`src/rtl/dmem_arbiter.sv`:
```
// Round-robin arbiter sharing one single-port data memory among N_CORES requesters.
// Define DMEM_ARB_BUSY_CNT_EN to add the saturating busy_cycles counter output.
module dmem_arbiter #(
  parameter int N_CORES = 4,
  parameter int AW      = 16,
  parameter int DW      = 16,
  parameter int MEM_LAT = 2
) (
  input  logic                  clk,
  input  logic                  rst,
  input  logic [15:0]           NoC,
  input  logic [N_CORES-1:0]    req,
  input  logic [N_CORES-1:0]    we,
  input  logic [N_CORES*AW-1:0] addr,
  input  logic [N_CORES*DW-1:0] wdata,
  output logic [N_CORES-1:0]    gnt,
  output logic [N_CORES-1:0]    rvalid,
  output logic [DW-1:0]         rdata,
  output logic                  mem_en,
  output logic                  mem_we,
  output logic [AW-1:0]         mem_addr,
  output logic [DW-1:0]         mem_wdata,
  input  logic [DW-1:0]         mem_rdata,
  output logic                  busy
`ifdef DMEM_ARB_BUSY_CNT_EN
  ,
  output logic [31:0]           busy_cycles
`endif
);

  localparam int IW = (N_CORES > 1) ? $clog2(N_CORES) : 1;
  localparam int CW = (MEM_LAT > 1) ? $clog2(MEM_LAT) : 1;

  typedef enum logic [1:0] {IDLE, ISSUE, WAIT, RESP} state_t;

  state_t               state, state_nxt;
  logic [IW-1:0]        last, win;
  logic                 found;
  logic [15:0]          eff_noc;
  logic [N_CORES-1:0]   elig, win_oh, cur_oh;
  logic                 cur_we;
  logic [CW-1:0]        cnt;
  logic                 sel_we;
  logic [AW-1:0]        sel_addr;
  logic [DW-1:0]        sel_wdata;

  always_comb begin
    if (NoC == 16'd0)                eff_noc = 16'd1;
    else if (NoC > 16'(N_CORES))     eff_noc = 16'(N_CORES);
    else                             eff_noc = NoC;
  end

  always_comb begin
    elig = '0;
    for (int i = 0; i < N_CORES; i++)
      elig[i] = req[i] && (i < int'(eff_noc));
  end

  // Two passes: indices above last first, then wrap around to those at or below it.
  always_comb begin
    found = 1'b0;
    win   = last;
    for (int i = 0; i < N_CORES; i++)
      if (!found && elig[i] && (i > int'(last))) begin
        found = 1'b1;
        win   = IW'(i);
      end
    for (int i = 0; i < N_CORES; i++)
      if (!found && elig[i] && (i <= int'(last))) begin
        found = 1'b1;
        win   = IW'(i);
      end
  end

  always_comb begin
    win_oh    = '0;
    sel_we    = 1'b0;
    sel_addr  = '0;
    sel_wdata = '0;
    for (int i = 0; i < N_CORES; i++)
      if (IW'(i) == win) begin
        win_oh[i] = 1'b1;
        sel_we    = we[i];
        sel_addr  = addr[i*AW +: AW];
        sel_wdata = wdata[i*DW +: DW];
      end
  end

  always_comb begin
    state_nxt = state;
    case (state)
      IDLE:    if (found) state_nxt = ISSUE;
      ISSUE:   state_nxt = WAIT;
      WAIT:    if (cnt == '0) state_nxt = RESP;
      RESP:    state_nxt = IDLE;
      default: state_nxt = IDLE;
    endcase
  end

  always_ff @(posedge clk) begin
    if (rst) begin
      state     <= IDLE;
      last      <= IW'(N_CORES - 1);
      cur_oh    <= '0;
      cur_we    <= 1'b0;
      cnt       <= '0;
      gnt       <= '0;
      rvalid    <= '0;
      mem_en    <= 1'b0;
      mem_we    <= 1'b0;
      mem_addr  <= '0;
      mem_wdata <= '0;
      rdata     <= '0;
      busy      <= 1'b0;
    end else begin
      state  <= state_nxt;
      gnt    <= '0;
      rvalid <= '0;
      mem_en <= 1'b0;
      mem_we <= 1'b0;
      busy   <= (state_nxt != IDLE);
      case (state)
        IDLE: if (found) begin
          last      <= win;
          cur_oh    <= win_oh;
          cur_we    <= sel_we;
          gnt       <= win_oh;
          mem_en    <= 1'b1;
          mem_we    <= sel_we;
          mem_addr  <= sel_addr;
          mem_wdata <= sel_wdata;
        end
        ISSUE: cnt <= CW'(MEM_LAT - 1);
        // Last WAIT cycle captures read data so it lines up with the rvalid pulse.
        WAIT: if (cnt != '0) begin
          cnt <= cnt - 1'b1;
        end else begin
          rvalid <= cur_oh;
          if (!cur_we) rdata <= mem_rdata;
        end
        default: ;
      endcase
    end
  end

`ifdef DMEM_ARB_BUSY_CNT_EN
  always_ff @(posedge clk) begin
    if (rst)
      busy_cycles <= '0;
    else if (busy && (busy_cycles != 32'hFFFF_FFFF))
      busy_cycles <= busy_cycles + 32'd1;
  end
`endif

endmodule

```
`config.mk`:
```
export PLATFORM = sky130hd
export DESIGN_NAME = dmem_arbiter
export DESIGN_NICKNAME = d
export VERILOG_FILES = /design/src/rtl/dmem_arbiter.sv
export SDC_FILE = /design/constraint.sdc
export NUM_CORES = 1
export LEC_CHECK = 0
export CELL_PAD_IN_SITES_DETAIL_PLACEMENT = 2
export CELL_PAD_IN_SITES_GLOBAL_PLACEMENT = 2
export CORE_AREA = 5 5 138 140
export DETAILED_ROUTE_END_ITERATION = 8
export DIE_AREA = 0 0 143 145
export GPL_TIMING_DRIVEN = 0
export PLACE_DENSITY_LB_ADDON = 0.1
export SYNTH_ARGS = -nofsm -noshare
export SYNTH_HDL_FRONTEND = slang
export SYNTH_SLANG_ARGS = --single-unit
```
`constraint.sdc`:
```
create_clock -name clk -period 7.41 [get_ports clk]
set_input_delay 1.1115 -clock clk [delete_from_list [all_inputs] [get_ports clk]]
set_output_delay 1.1115 -clock clk [all_outputs]
set_load 0.03 [all_outputs]
```
### Word level (Yosys, flattened, before mapping)

Cells that the tools add are included.

* $add $sub $neg: 1
* order comparisons: 11
* eq/ne operators: 6
* muxes and demuxes: 38
* bitwise logic cells: 5
* reductions and logical operators: 32

Operator list (number)
* two-way mux 16 bit: 10
* less-than comparator 1 x 16 -> 1 bit (first input constant): 2
* less-than comparator 2 x 16 -> 1 bit (first input constant): 2
* two-way mux 2 bit: 9
* two-way mux 1 bit: 17
* > comparator 16 x 3 -> 1 bit (second input constant): 1
* logical AND 1 bit: 16
* logical NOT 16 bit: 1
* case mux 2 bit (4 select lines): 1
* logical NOT 1 bit: 6
* OR reduction 3 bit: 2
* inverter 1 bit: 5
* == test 2 bit (first input constant): 2
* == test 2 bit (second input constant): 2
* > comparator 2 bit (first input constant): 2
* less-or-equal comparator 2 bit (first input constant): 2
* logical NOT 2 bit: 2
* nonzero test 2 bit: 2
* AND reduction 3 bit: 1
* == test 1 x 2 -> 1 bit (first input constant): 1
* == test 2 x 1 -> 1 bit (second input constant): 1
* > comparator 1 x 2 -> 1 bit (first input constant): 1
* less-or-equal comparator 1 x 2 -> 1 bit (first input constant): 1
* case mux 1 bit (2 select lines): 1
* 3 further kinds: 3

* bits in registers: 69
* output and inout bits: 59
* word-level logic and storage cells: 106

### Longest topological paths before layout

Gate-level depths: netlist of the first run.

* depth in word-level cells: 35
* mapped depth: 9
* mapped depth without buffers: 7

### Worst setup path after synthesis of the first run

No wires, ideal clock.

* path kind: input port to flip-flop
* from: input NoC[11]
* to: register mem_addr[0]
* library setup time: 0.130 ns
* arrival: 3.205 ns
* slack: 4.076 ns
* cell stages on the path: 8
* buffers on the path: 2
* cells stage by stage: or4_1 o41a_1 o41ai_4 buf_6 nor2_1 nand2_4 buf_6 o211ai_2

* longest elaborated chain between the ends: 35

Ends and longest elaborated chain
* start, declared: RTL line 11 `input logic [15:0] NoC,`
* > comparator 16 x 3 -> 1 bit: RTL line 49 `else if (NoC > 16'(N_CORES)) eff_noc = 16'(N_CORES);`
* two-way mux 16 bit: RTL line 49
* two-way mux 16 bit *: RTL line 48 `if (NoC == 16'd0) eff_noc = 16'd1;`
* less-than comparator 1 x 16 -> 1 bit: RTL line 56 `elig[i] = req[i] && (i < int'(eff_noc));`
* logical AND 1 bit: RTL line 56
* logical AND 1 bit: RTL line 64 `if (!found && elig[i] && (i > int'(last))) begin`
* two-way mux 1 bit: RTL line 64
* logical NOT 1 bit: RTL line 64
* [... 14 more ...]
* logical NOT 1 bit: RTL line 69 `if (!found && elig[i] && (i <= int'(last))) begin`
* logical AND 1 bit (2 in a row): RTL line 69
* two-way mux 1 bit: RTL line 69
* logical NOT 1 bit: RTL line 69
* logical AND 1 bit (2 in a row): RTL line 69
* two-way mux 2 bit: RTL line 69
* logical NOT 2 bit: RTL line 81 `if (IW'(i) == win) begin`
* two-way mux 16 bit (4 in a row): RTL line 81
* end signal, assigned: RTL line 130 `mem_addr <= sel_addr;`
* end, declared: RTL line 21 `output logic [AW-1:0] mem_addr,`

Mark *: on every way between the ends. The rest lies on a longest branch, timed or not.
A chain may end at the register's enable or synchronous reset.

### Final worst setup path of the first run

* from: input NoC[14]
* to: register mem_wdata[7]

* longest elaborated chain between the ends: 35

Ends and longest elaborated chain
* > comparator 16 x 3 -> 1 bit: RTL line 49
* two-way mux 16 bit: RTL line 49
* two-way mux 16 bit *: RTL line 48
* less-than comparator 1 x 16 -> 1 bit: RTL line 56
* logical AND 1 bit: RTL line 56
* logical AND 1 bit: RTL line 64
* two-way mux 1 bit: RTL line 64
* logical NOT 1 bit: RTL line 64
* [... 14 more ...]
* logical NOT 1 bit: RTL line 69
* logical AND 1 bit (2 in a row): RTL line 69
* two-way mux 1 bit: RTL line 69
* logical NOT 1 bit: RTL line 69
* logical AND 1 bit (2 in a row): RTL line 69
* two-way mux 2 bit: RTL line 69
* logical NOT 2 bit: RTL line 81
* two-way mux 16 bit (4 in a row): RTL line 81
* end signal, assigned: RTL line 131 `mem_wdata <= sel_wdata;`
* end, declared: RTL line 22 `output logic [DW-1:0] mem_wdata,`

Marks and branches as above.

==> impl_metrics.json, run 1 <==
{
  "outcome": "complete, no violations",
  "detail-route-antenna-nets": 0,
  "wl_per_cell_um": 18.8,
  "syn_to_final_growth_pct": 75.9,
  "postSynth.asyncResetShare_pct": 0,
  "post-cts-setup-buffers": 0,
  "die_area_mm2": 0.0207,
  "netlist_instances": 429,
  "critPathMaxFanout": 10,
  "hold_buffers": 0,
  "area.sequential_mm2": 0.00138,
  "clk_latency_ns": 0.34,
  "slew_violations": 0,
  "cp.arrival_ns": 4.06,
  "num-fill-cells": 1952,
  "cap_violations": 0,
  "drive_above_1_share_pct": 9.52,
  "fin_skew_ns": 0.00624,
  "place.gp.congestion": 0.748,
  "power_mw": 1.70,
  "hold_viol": 0,
  "relSlewSlack_pct": 44.5,
  "io_buffers": 227,
  "drtIter0Drc": 70,
  "finalCriticalPeriod_ns": 3.85,
  "start_kind": "primary input",
  "htreeDepth": 3,
  "cellPowerDensity_mw_per_mm2": 254,
  "yosysSeqAreaShare_pct": 36.4,
  "synth_area_mm2": 0.00380,
  "cp_data_required_time_ns": 7.62,
  "clock_tree.buffer_depth": 2,
  "cts_sinks": 69,
  "route.detailed.drc": 0,
  "tightest_slew_ns": 0.833,
  "firstDrtPassIters": 4,
  "post-route-period-util_pct": 51.9,
  "grt_pass1_wl_um": 26200,
  "critical-path-slowest-cell": "clkdlybuf4s50_1",
  "ys_ff_latch": 69,
  "min_path_type": "reg2reg",
  "critPathKind": "in2reg",
  "crit_path_frequent_cell": "clkbuf_1",
  "synth-edff-count": 0,
  "rsz0062_at_grt": "no",
  "routed_via_density": 4.58,
  "cts_resized": 0,
  "path_cells": "clkdlybuf4s50_1 > nor4_1 > a41oi_1 > o221ai_1 > clkbuf_1 > clkbuf_1 > a21boi_0 > o21ai_0 > o211ai_2",
  "grt_max_degree": 13,
  "initial_utilization_pct": 21.4,
  "hpwl_um": 13600,
  "syn_nets": 603,
  "track_usage_pct": 16.1,
  "hold_depth": 2,
  "p_leak_nw": 2.59,
  "antenna_found_initial": 0,
  "reg2reg_slack_ns": 5.20,
  "max_stage_delay_ns": 0.42,
  "endpoint_kind": "register",
  "cts_root_buf": "clkbuf_16",
  "placementRows": 49,
  "core_area_mm2": 0.0177,
  "vias": 4128,
  "fin_nets": 841,
  "mostFrequentLayoutCell": "clkdlybuf4s50_1",
  "setup_viol": 0,
  "dieWidth_um": 143,
  "boundaryPins": 229,
  "reg2reg_depth": 7,
  "layout_common_cells": "clkdlybuf4s50_1 (227), nand2_1 (70), dfxtp_1 (69)",
  "final.setup.tns_ns": 0,
  "cp_top_family": "compound AO/OA/AOI/OAI gates",
  "worst-path-stages": 9,
  "multi_input_area_mm2": 0.00219,
  "cp_num_buf_inv": 3,
  "cts_buffers": 9,
  "ir_drop_uv": 108,
  "fmax_ghz": 0.260,
  "yosysWarnings": 0,
  "antenna_cells": 0,
  "clk_pin_slew_ns": 0.06,
  "synth_cell_types": 44,
  "grt_pass1_vias": 4837,
  "ys.flop_type": "dfxtp_1",
  "wirelength_um": 16900,
  "die_h_um": 145,
  "cts_tree": "built",
  "synth_area_per_cell_um2": 8.86,
  "overflow": 0
}
==> metrics by stage <==
step	setup slack, ns	hold WS [ns]	instance area [µm²]	util, %	cells
6_report	3.56	0.457	6690	37.7	901
3_3_place_gp	3.22	0.439	6360	35.9	885
5_1_grt	3.23	0.489	6690	37.7	901
3_5_place_dp	3.19	0.453	6360	35.9	885
2_1_floorplan	4.08	0.422	3800	-	429
4_1_cts	3.50	0.463	6690	37.7	901
==> layer usage <==
metal / part of all wire [%] / vias to the layer above / global-route usage, % / wire, µm
met2: 51 / 146 / 28.5 / 8640
li1: - / 2018 / - / -
met4: 1.5 / 0 / 4.85 / 249
met1: 39 / 1948 / 17.9 / 6590
met5: 0 / - / 0 / 0
met3: 8.5 / 16 / 5.73 / 1440
==> tightest hold or removal path, delay by kind of cell (launching register included) <==
kind,cells,cell delay (ns)
AO/OA/AOI/OAI,1,0.05
flip-flops,1,0.31
AND/OR/NAND/NOR,1,0.05
==> logic make-up after synthesis <==
family / share of synthesized area, %
and+or+nand+nor: 17.7
AOI/OAI and AO/OA: 29.3
DFF: 36.4
buffers and inverters: 6.09
muxes: 9.22
adders and majority gates: 1.32
==> final timing paths <==
kind | startpoint | end
min reg2reg | rdata[11]$_SDFFE_PP0P_ | rdata[11]$_SDFFE_PP0P_
max | NoC[14] | mem_wdata[7]$_SDFFE_PP0P_
max reg2reg | last[1]$_SDFFE_PP1P_ | mem_addr[7]$_SDFFE_PP0P_
min | rdata[11]$_SDFFE_PP0P_ | rdata[11]$_SDFFE_PP0P_
==> registers in the layout, indices dropped and copies added (netlist names), 2 cells and up <==
name	cells
cur_oh	4
state	2
mem_wdata	16
gnt	4
mem_addr	16
last	2
rvalid	4
rdata	16
==> where the power goes <==
| part | switching (mW) | internal [mW] | leakage, nW | total (mW) |
|---|---|---|---|---|
| clock network | 0.179 | 0.305 | 0.152 | 0.484 |
| logic | 0.400 | 0.330 | 1.87 | 0.730 |
| registers | 0.0392 | 0.443 | 0.566 | 0.482 |
==> Yosys cell counts (4+ instances only) <==
library cell  number  share of area, %
o211ai_2          28               9.2
nand2_1           70               6.9
o21ai_1            5              0.66
o211ai_1           4              0.79
and3_1            32               5.3
nor2_1            13               1.3
a21oi_1           20               2.6
buf_2              4              0.53
a21boi_0          32               6.3
buf_6              7               2.1
mux2i_1           35               9.2
nor4_1             4              0.66
clkbuf_1          21               2.1
o21ai_0           28               3.7
inv_1              9              0.89
and2_1             5              0.82
dfxtp_1           69                36
ha_1               4               1.3
==> cell type report <==
cell class                      count  share of cell area, %
Timing Repair Buffer              227                   34.0
Multi-Input combinational cell    316                   32.7
Clock buffer                       11                   3.63
Tap cell                          229                   4.29
Inverter                            9                  0.505
Sequential cell                    69                   20.7
Buffer                             35                   2.96
Clock inverter                      5                   1.25
(Power assumes the default switching activity.)
==> inputs of run 2 (changes only) <==
--- a/config.mk
+++ b/config.mk
@@ -7,9 +7,9 @@
 export LEC_CHECK = 0
 export CELL_PAD_IN_SITES_DETAIL_PLACEMENT = 2
 export CELL_PAD_IN_SITES_GLOBAL_PLACEMENT = 2
-export CORE_AREA = 5 5 138 140
+export CORE_AREA = 5 5 152 154
 export DETAILED_ROUTE_END_ITERATION = 8
-export DIE_AREA = 0 0 143 145
+export DIE_AREA = 0 0 157 159
 export GPL_TIMING_DRIVEN = 0
 export PLACE_DENSITY_LB_ADDON = 0.1
 export SYNTH_ARGS = -nofsm -noshare
==> constraint.sdc (replaced) <==
create_clock -name clk -period 3.48 [get_ports clk]
set_input_delay 0.522 -clock clk [delete_from_list [all_inputs] [get_ports clk]]
set_output_delay 0.522 -clock clk [all_outputs]
set_load 0.03 [all_outputs]
==> impl_metrics.json, run 2 (same netlist as run 1, synthesis figures left out) <==
{
  "outcome": "complete, no violations",
  "fin_skew_ns": 0.00818,
  "grt_max_degree": 13,
  "reg2reg_depth": 7,
  "setup_viol": 0,
  "antenna_found_initial": 0,
  "boundaryPins": 229,
  "dieWidth_um": 157,
  "htreeDepth": 3,
  "clk_latency_ns": 0.34,
  "r2r_end": "mem_addr[9]$_SDFFE_PP0P_",
  "cts_tree": "built",
  "stdcell_count": 951,
  "drtIter0Drc": 44,
  "grt_pass1_wl_um": 26900,
  "worst_slack_ns": 0.205,
  "min_from": "rdata[8]$_SDFFE_PP0P_",
  "start_kind": "primary input",
  "cp_data_required_time_ns": 3.69,
  "finalCriticalPeriod_ns": 3.27,
  "syn_to_final_growth_pct": 77.4,
  "fin_nets": 841,
  "wl_per_cell_um": 18.0,
  "reg2reg_from": "last[0]$_SDFFE_PP1P_",
  "cp.arrival_ns": 3.48,
  "hold_viol": 0,
  "track_usage_pct": 13.7,
  "fin_area_mm2": 0.00674,
  "detail-route-antenna-nets": 0,
  "critical-path-slowest-cell": "or4_4",
  "fmax_ghz": 0.305,
  "min_path_type": "reg2reg",
  "firstDrtPassIters": 4,
  "place_inst": 936,
  "critPathKind": "in2reg",
  "hold_end": "rdata[8]$_SDFFE_PP0P_",
  "vias": 4121,
  "critPathMaxFanout": 10,
  "wirelength_um": 17200,
  "mostFrequentLayoutCell": "clkdlybuf4s50_1",
  "dpl_worst_slack_ns": -0.282,
  "routed_via_density": 4.33,
  "endpoint_kind": "register",
  "overflow": 0,
  "power_mw": 3.52,
  "hpwl_um": 14000,
  "initial_utilization_pct": 17.6,
  "max_stage_delay_ns": 0.55,
  "cap_violations": 0,
  "grt_pass1_vias": 4913,
  "clk_pin_slew_ns": 0.06,
  "place.gp.congestion": 0.734,
  "io_buffers": 227,
  "path_cells": "clkdlybuf4s50_1 > or4_4 > o41ai_2 > a32oi_1 > nand2_1 > buf_4 > buf_2 > mux2i_1 > o211ai_2",
  "relSlewSlack_pct": 53.6,
  "cts_buffers": 9,
  "post-route-period-util_pct": 94.1,
  "clock_tree.buffer_depth": 2,
  "ir_drop_uv": 213,
  "cp_num_buf_inv": 3,
  "tightest_slew_ns": 0.696,
  "route.detailed.drc": 0,
  "antenna_cells": 0,
  "reg_top3": "mem_addr (16), mem_wdata (16), rdata (16)",
  "cts_sinks": 69,
  "core_area_mm2": 0.0216,
  "drive_above_1_share_pct": 10.3,
  "cts_root_buf": "clkbuf_16",
  "die_h_um": 159,
  "hold_depth": 2,
  "place_area_mm2": 0.00642,
  "placementRows": 54,
  "cellPowerDensity_mw_per_mm2": 522,
  "p_leak_nw": 2.59,
  "slew_violations": 0,
  "layout_common_cells": "clkdlybuf4s50_1 (227), nand2_1 (70), dfxtp_1 (69)",
  "cp_top_family": "buffers and inverters",
  "reg2reg_slack_ns": 1.31,
  "die_area_mm2": 0.0250
}
-- run 2: through the flow --
stage	hold WS, ns	utilization, %	setup TNS (ns)
floorplan	0.422	-	0
global placement	0.443	29.8	-3.62
global route	0.478	31.3	-0.275
CTS	0.458	31.1	0
finish	0.454	31.3	0
detailed placement	0.449	29.8	-5.83
-- run 2: worst register-to-register path: stages, from the launching register on --
cell and delay (ns):
dfxtp_1 0.41, nor2b_1 0.09, a32oi_1 0.27, clkbuf_2 0.31
clkbuf_1 0.41, a21boi_0 0.16, o21ai_0 0.28, o211ai_2 0.12
-- run 2: layout make-up --
| class | count | area, µm² |
|---|---|---|
| Fill cell | 2416 | 14800 |
| Sequential cell | 69 | 1380 |
| Timing Repair Buffer | 227 | 2270 |
| Clock inverter | 6 | 65.1 |
| Inverter | 9 | 33.8 |
| Clock buffer | 9 | 225 |
| Multi-Input combinational cell | 316 | 2210 |
| Tap cell | 280 | 350 |
| Buffer | 35 | 206 |
-- run 2: worst max-delay path by stage --
stage,from,end,cells past startpoint
after floorplan,NoC[11],mem_addr[0]$_SDFFE_PP0P_,8
after global placement,NoC[4],mem_addr[2]$_SDFFE_PP0P_,9
after detailed placement,NoC[4],mem_addr[11]$_SDFFE_PP0P_,9
after CTS,NoC[4],mem_addr[11]$_SDFFE_PP0P_,9
after global routing,NoC[14],mem_addr[11]$_SDFFE_PP0P_,9
final,NoC[4],mem_addr[9]$_SDFFE_PP0P_,9
-- run 2: timing repair --
item / in CTS / in global routing
setup buffers: 0 / 0
hold endpoints to repair: 0 / 0
resized for setup: 0 / 9
endpoints found under the setup margin: 0 / 32
hold buffers: 0 / 0
-- run 2: metal layers --
metal	GRT usage [%]	vias to the layer above	part of all wire (%)
met1	16.4	1939	42
met2	23.2	143	49
met5	0	-	0
met3	4.95	13	8.1
met4	3.67	0	1.1
li1	-	2026	-
-- run 2: where the power goes --
part | switching (mW) | total [mW] | internal [mW]
clock | 0.374 | 0.925 | 0.551
sequential | 0.0832 | 1.03 | 0.943
combinational | 0.860 | 1.57 | 0.707
==> inputs of run 3 (changes only) <==
--- a/config.mk
+++ b/config.mk
@@ -5,12 +5,12 @@
 export SDC_FILE = /design/constraint.sdc
 export NUM_CORES = 1
 export LEC_CHECK = 0
+export CAP_MARGIN = 30
 export CELL_PAD_IN_SITES_DETAIL_PLACEMENT = 2
 export CELL_PAD_IN_SITES_GLOBAL_PLACEMENT = 2
 export CORE_AREA = 5 5 152 154
 export DETAILED_ROUTE_END_ITERATION = 8
 export DIE_AREA = 0 0 157 159
-export GPL_TIMING_DRIVEN = 0
 export PLACE_DENSITY_LB_ADDON = 0.1
 export SYNTH_ARGS = -nofsm -noshare
 export SYNTH_HDL_FRONTEND = slang
==> impl_metrics.json, run 3 (same netlist as run 1, synthesis figures left out) <==
{
  "hold_depth": 2,
  "initial_utilization_pct": 17.6,
  "fmax_ghz": 0.336,
  "boundaryPins": 229,
  "syn_to_final_growth_pct": 79.4,
  "cellPowerDensity_mw_per_mm2": 539,
  "dpl_worst_slack_ns": 0.128,
  "grt_pass1_vias": 4771,
  "layout_common_cells": "clkdlybuf4s50_1 (228), nand2_1 (69), dfxtp_1 (69)",
  "wirelength_um": 16800,
  "reg2reg_from": "last[1]$_SDFFE_PP1P_",
  "pwr-share-clk_pct": 29.0,
  "post-cts-setup-buffers": 0,
  "cts_root_buf": "clkbuf_16",
  "reg2reg_depth": 7,
  "clk_pin_slew_ns": 0.06,
  "clock_tree.buffer_depth": 2,
  "rsz0062_at_grt": "no",
  "worst_slack_ns": 0.502,
  "relSlewSlack_pct": 40.3,
  "seq_power_share_pct": 28.0,
  "hpwl_um": 13500,
  "hold_end": "cur_oh[0]$_SDFFE_PP0P_",
  "core_area_mm2": 0.0216,
  "routed_via_density": 4.38,
  "internal_power_mw": 2.37,
  "htreeDepth": 3,
  "place.gp.congestion": 0.733,
  "outcome": "complete, no violations",
  "setup_viol": 0,
  "drive_above_1_share_pct": 11.0,
  "antenna_found_initial": 0,
  "r2r_end": "mem_addr[14]$_SDFFE_PP0P_",
  "die_h_um": 159,
  "route.detailed.drc": 0,
  "detail-route-antenna-nets": 0,
  "hold_buffers": 0,
  "die_area_mm2": 0.0250,
  "cts_buffers": 9,
  "drtIter0Drc": 62,
  "clk_latency_ns": 0.34,
  "critPathKind": "in2reg",
  "dieWidth_um": 157,
  "cp_data_required_time_ns": 3.75,
  "vias": 4103,
  "ir_drop_uv": 187,
  "multi_input_area_mm2": 0.00223,
  "post-route-period-util_pct": 85.6,
  "reg2reg_slack_ns": 1.49,
  "grt_pass1_wl_um": 26500,
  "critPathMaxFanout": 32,
  "wl_per_cell_um": 18.0,
  "grt_max_degree": 33,
  "min_from": "cur_oh[0]$_SDFFE_PP0P_",
  "cts_sinks": 69,
  "p_switching_mw": 1.30,
  "area.sequential_mm2": 0.00138,
  "endpoint_kind": "register",
  "cts_tree": "built",
  "p_leak_nw": 2.62,
  "mostFrequentLayoutCell": "clkdlybuf4s50_1",
  "hold_viol": 0,
  "firstDrtPassIters": 4,
  "cp.arrival_ns": 3.25,
  "cap_violations": 0,
  "fin_skew_ns": 0.00684,
  "antenna_cells": 0,
  "reg_top3": "mem_addr (16), mem_wdata (16), rdata (16)",
  "start_kind": "primary input",
  "tightest_slew_ns": 0.884,
  "slew_violations": 0,
  "track_usage_pct": 13.5,
  "fin_nets": 826,
  "overflow": 0,
  "num-fill-cells": 2380,
  "cts_resized": 0,
  "placementRows": 54,
  "final.setup.tns_ns": 0,
  "io_buffers": 228,
  "p_comb_share_pct": 42.9,
  "finalCriticalPeriod_ns": 2.98,
  "min_path_type": "reg2reg",
  "p_sw_share_pct": 35.4
}
## run 3: how the worst max path moves through the flow
stage	end	cells past startpoint	slack, ns	startpoint
floorplan	mem_addr[0]$_SDFFE_PP0P_	8	0.74	NoC[11]
finish	mem_addr[14]$_SDFFE_PP0P_	8	0.50	NoC[11]
global placement	cur_we$_SDFFE_PP0P_	9	0.20	NoC[11]
CTS	mem_wdata[0]$_SDFFE_PP0P_	8	0.48	NoC[11]
detailed placement	mem_addr[14]$_SDFFE_PP0P_	8	0.13	NoC[11]
global route	busy$_SDFF_PP0_	7	0.34	NoC[14]
## run 3: worst max-delay path, stage by stage
cell and delay [ns]:
clkdlybuf4s50_1 0.42, or4_1 0.57, o41a_1 0.51, a32o_1 0.35, a2111oi_4 0.40, buf_12 0.24, o21ai_0 0.16, o211ai_2 0.08
## run 3: layout make-up
| type | count | area share (%) |
|---|---|---|
| Timing Repair Buffer | 247 | 36.5 |
| Multi-Input combinational cell | 316 | 32.7 |
| Clock inverter | 6 | 1.65 |
| Inverter | 9 | 0.496 |
| Tap cell | 280 | 5.14 |
| Sequential cell | 69 | 20.3 |
| Clock buffer | 9 | 3.30 |
## run 3: layer usage
metal / vias up / routed length (µm) / GRT usage, % / part of all wire [%]
li1: 1987 / - / - / -
met1: 1960 / 6710 / 15.2 / 40
met2: 142 / 8270 / 23.3 / 49
met3: 14 / 1640 / 6.06 / 9.8
met4: 0 / 192 / 3.39 / 1.1
met5: - / 0 / 0 / 0
## run 3: power by group through the flow
stage / clock network [mW] / registers (mW) / logic (mW)
floorplan: 0 / 1.28 / 0.646
global placement: 0 / 1.04 / 1.58
detailed placement: 0 / 1.05 / 1.61
CTS: 1.10 / 1.03 / 1.62
global route: 1.14 / 1.05 / 1.71
finish: 1.07 / 1.03 / 1.58
## run 3: through the flow
stage               cells  hold slack [ns]  instance area (µm²)  utilization, %  power (mW)
floorplan             429            0.422                 3800               -        1.92
global placement      920            0.441                 6470            30.0        2.62
detailed placement    921            0.453                 6480            30.1        2.66
CTS                   936            0.463                 6820            31.6        3.75
global route          936            0.473                 6820            31.6        3.90
finish                936            0.456                 6820            31.6        3.67
